File: config.mk
export PLATFORM = sky130hd
export DESIGN_NAME = adder_4bit_reg
export DESIGN_NICKNAME = d
export VERILOG_FILES = /design/src/rtl/alu_pkg.sv /design/src/rtl/full_adder_1bit.sv /design/src/rtl/adder_4bit_reg.sv
export SDC_FILE = /design/constraint.sdc
export NUM_CORES = 1
export LEC_CHECK = 0
export CAP_MARGIN = 20
export CORE_MARGIN = 4
export CORE_UTILIZATION = 24
export CTS_CLUSTER_DIAMETER = 80
export DETAILED_ROUTE_END_ITERATION = 10
export GPL_ROUTABILITY_DRIVEN = 0
export PLACE_DENSITY = 0.53
export SYNTH_ARGS = -nofsm -noshare
export SYNTH_HDL_FRONTEND = slang
export SYNTH_SLANG_ARGS = --single-unit
File: constraint.sdc
create_clock -name clk -period 0.9 [get_ports clk]
set_clock_uncertainty 0.15 [all_clocks]
set_input_delay 0.09 -clock clk [delete_from_list [all_inputs] [get_ports clk]]
set_output_delay 0.09 -clock clk [all_outputs]
set_load 0.03 [all_outputs]
File: src/rtl/alu_pkg.sv
// rtl/alu_pkg.sv - shared ALU datapath width and result/flag bus type
package alu_pkg;

  localparam int ALU_WIDTH = 4;

  typedef struct packed {
    logic [ALU_WIDTH-1:0] sum;
    logic                 cout;
    logic                 overflow;
    logic                 zero;
  } alu_result_t;

endpackage

File: src/rtl/full_adder_1bit.sv
// rtl/full_adder_1bit.sv - single-bit full adder cell of the ripple chain
module full_adder_1bit (
  input  logic a,
  input  logic b,
  input  logic cin,
  output logic s,
  output logic cout
);

  assign s    = a ^ b ^ cin;
  assign cout = (a & b) | (cin & (a ^ b));

endmodule

File: src/rtl/adder_4bit_reg.sv
// rtl/adder_4bit_reg.sv - registered ripple-carry adder with carry, overflow and zero flags
module adder_4bit_reg
  import alu_pkg::*;
#(
  parameter int WIDTH = ALU_WIDTH
) (
  input  logic             clk,
  input  logic             rst_n,
  input  logic             in_valid,
  input  logic [WIDTH-1:0] A,
  input  logic [WIDTH-1:0] B,
  input  logic             Cin,
  output logic             out_valid,
  output logic [WIDTH-1:0] Sum,
  output logic             Cout,
  output logic             Overflow,
  output logic             Zero
);

  logic [WIDTH:0]   carry;
  logic [WIDTH-1:0] core_sum;

  assign carry[0] = Cin;

  for (genvar i = 0; i < WIDTH; i++) begin : g_chain
    full_adder_1bit u_fa (
      .a    (A[i]),
      .b    (B[i]),
      .cin  (carry[i]),
      .s    (core_sum[i]),
      .cout (carry[i+1])
    );
  end

  // Result registers only load on in_valid, so X operands on idle cycles never reach them.
  always_ff @(posedge clk or negedge rst_n) begin
    if (!rst_n) begin
      out_valid <= 1'b0;
      Sum       <= '0;
      Cout      <= 1'b0;
      Overflow  <= 1'b0;
      Zero      <= 1'b0;
    end else begin
      out_valid <= in_valid;
      if (in_valid) begin
        Sum      <= core_sum;
        Cout     <= carry[WIDTH];
        Overflow <= carry[WIDTH] ^ carry[WIDTH-1];
        Zero     <= (core_sum == '0);
      end
    end
  end

endmodule

==> results by group <==
Power and ir drop
  • Sequential share of power: 0.359
  • Clock Power Share: 0.201
  • Worst IR Drop VDD: 0.000487 V
  • Comb pwr share: 0.440
  • Sw Share: 0.314
  • Leak Pwr: 0.364 nW
  • P_int: 909 uW
  • Total power: 1.33 mW
  • Pwr dens: 1760 mW/mm^2
  • NetSw: 417 uW

Worst setup path
  • Reg2reg end: Sum[2]
  • Critical path required time: 0.89 ns
  • Reg2Reg Setup Slack: -0.03 ns
  • Cells on worst reg2reg path: 1
  • Crit path capture type: flip-flop
  • Worst r2r src: Sum[2]
  • CP Launch Type: primary input
  • Critical path class: in -> reg
  • CP Max Fanout: 2
  • Crit path arrival time: 2.16 ns

CTS
  • Root Buffer: clkbuf_4
  • CTS tree: yes
  • Clock buffer count from CTS: 3
  • Later-pin clock latency in the skew report: 0.24 ns
  • CTS clk-pin slew, worst paths: 0.05 ns
  • CTS Buffer Depth: 2
  • Number of H-tree levels: 1
  • Clock Sinks: 8

GRT
  • Largest net degree at the start of global routing: 9
  • Grt total ovfl: 0
  • First-pass GRT wire length: 1.36 mm
  • Via count of the first global-routing pass: 300
  • Initial antenna violation count: 0
  • Total Routing Usage GR: 0.0764

Drt
  • # DRC: 0
  • Wirelength per Cell: 9.65 um
  • Routed vias/inst: 3.77
  • Initial DRC count: 3
  • DR vias: 305
  • ANT nets after route: 0
  • Detailed Route WL: 782 um
  • TritonRoute pass-1 iters: 3

STA
  • Unrepaired setup endpoints after global routing: true
  • Slew margin rel.: 0.873
  • Setup ws final: -1.27 ns
  • Final hold vios: 0
  • Final worst path period need: 2.17 ns
  • Final worst path period share: 2.42
  • Slew Limit Fails: 0
  • Setup violations, final: 15
  • Fmax: 0.460 GHz
  • Worst slew pin tran: 0.189 ns

Synthesis
  • Post-synth top area cell: dfrtp_1
  • Seq cells post-synth: 8
  • Share of the synthesized area in the top cell type: 0.466
  • Post-synth EDFFs: 0
  • Ys Warns: 0
  • Count leader, synth: dfrtp_1
  • Synth Net Count: 43
  • Ranking of synthesized cells by area: dfrtp_1 47%, fa_1 19%, mux2_4 17%
  • Top_reg_cell synth: dfrtp_1
  • Cell variety after synth: 8
  • Async S/R FF share, synth: 1.00
  • Synth top cells by count: 8 x dfrtp_1, 5 x inv_1, 5 x mux2_4
  • Register area share after synthesis: 0.466
  • Cells after synthesis: 27
  • Syn_area_per_cell: 15.9 sq um
  • Netlist area before placement: 429 sq um

Floorplanning
  • Num rows: 15
  • Die W: 50.3 um
  • I/O Pins: 20
  • Core area: 0.00171 sq mm
  • Die Y: 50.3 um
  • Die area: 0.00253 sq mm
  • Initial Utilization: 0.251

Place
  • Post-placement setup slack: -1.98 ns
  • Dpl hpwl: 670 um
  • IO buf count: 19

Finish
  • Syn-to-layout area delta: 75.2%
  • Fillers: 164
  • Number of nets in the layout: 74
  • Fraction of layout cells with a size suffix above 1: 0.571
  • Antenna Cells: 0

Job
  • # Max-Cap Violations: 0

Run status
  • Failing checks: setup timing
  • Status: finished with violations

Hold path
  • Hold WC Path Type: in -> async
## stage by stage
| step | setup TNS, ns | utilization | hold slack [ns] | area [sq um] | instances |
|---|---|---|---|---|---|
| 6_report | -6.16 | 0.440 | 0.00737 | 752 | 81 |
| 5_1_grt | -6.71 | 0.440 | 0.0164 | 752 | 81 |
| 4_1_cts | -6.28 | 0.436 | 0.00911 | 744 | 80 |
| 3_5_place_dp | -9.96 | 0.399 | 0.272 | 682 | 74 |
| 3_3_place_gp | -9.90 | 0.399 | 0.272 | 682 | 74 |
| 2_1_floorplan | -6.26 | - | -0.356 | 437 | 27 |
## layout by cell type (no fill, tap or decap)
master / netlist / routed
buf_6: 1 / 9
dfrtp_1: 8 / 8
buf_4: 0 / 6
mux2_4: 5 / 5
clkdlybuf4s50_1: 0 / 5
inv_1: 5 / 4
fa_2: 0 / 3
clkbuf_4: 0 / 3
dlygate4sd2_1: 0 / 3
mux2i_1: 2 / 2
buf_2: 0 / 2
buf_12: 0 / 2
inv_2: 0 / 1
xnor2_1: 1 / 1
nor4b_2: 1 / 1
fa_1: 4 / 1
## worst max path at each step
stage | cells after the start | endpoint | startpoint
6_report | 8 | Zero | Cin
5_1_grt | 8 | Zero | Cin
4_1_cts | 8 | Zero | Cin
3_5_place_dp | 8 | Zero | A[0]
3_3_place_gp | 8 | Zero | A[0]
2_1_floorplan | 7 | Zero | A[0]
## cells by family after synthesis
group | count (synthesis) | synth area share
simple gates | 1 | 0.0350
fa+ha+maj | 4 | 0.187
xor+xnor | 1 | 0.0204
flops | 8 | 0.466
buf+inv | 6 | 0.0700
mux | 7 | 0.222
## per-layer routing
| layer | up-vias | GRT usage | wire length (um) |
|---|---|---|---|
| met4 | 0 | 0.0829 | 21 |
| met5 | - | 0 | 0 |
| met2 | 11 | 0.100 | 389 |
| met1 | 148 | 0.0961 | 335 |
| met3 | 2 | 0.0178 | 36 |
| li1 | 144 | - | - |
## flip-flops by register name, indices dropped and copies added, names as in the netlist
| signal | flops |
|---|---|
| Sum | 4 |
| out_valid | 1 |
| Cout | 1 |
| Zero | 1 |
| Overflow | 1 |
## power by group through the flow
stage	clock, mW	sequential (mW)	combinational, mW
floorplan	0	0.596	0.170
global placement	0	0.469	0.523
detailed placement	0	0.472	0.523
CTS	0.274	0.479	0.577
global route	0.298	0.486	0.623
finish	0.266	0.476	0.583
## worst max-delay path: stages
cell and delay [ns]:
buf_6 0.10, fa_2 0.37, fa_2 0.34, fa_2 0.35, inv_2 0.06, fa_1 0.42, nor4b_2 0.17, mux2_4 0.25
## area by class of cell
class                           count  area, sq um  share of cell area
Timing Repair Buffer               27          273               0.363
Multi-Input combinational cell     13          206               0.275
Sequential cell                     8          200               0.266
Tap cell                           25         31.3              0.0416
Clock buffer                        3         22.5              0.0300
Inverter                            5         18.8              0.0250
## repair_timing
item | in CTS | in global routing
setup endpoints to repair | 15 | 15
buffers inserted | 3 | 1
gates resized for setup | 24 | 0
hold buffers | 0 | 0
pin swaps | 4 | 0
Power figures use the tool's default switching activity.
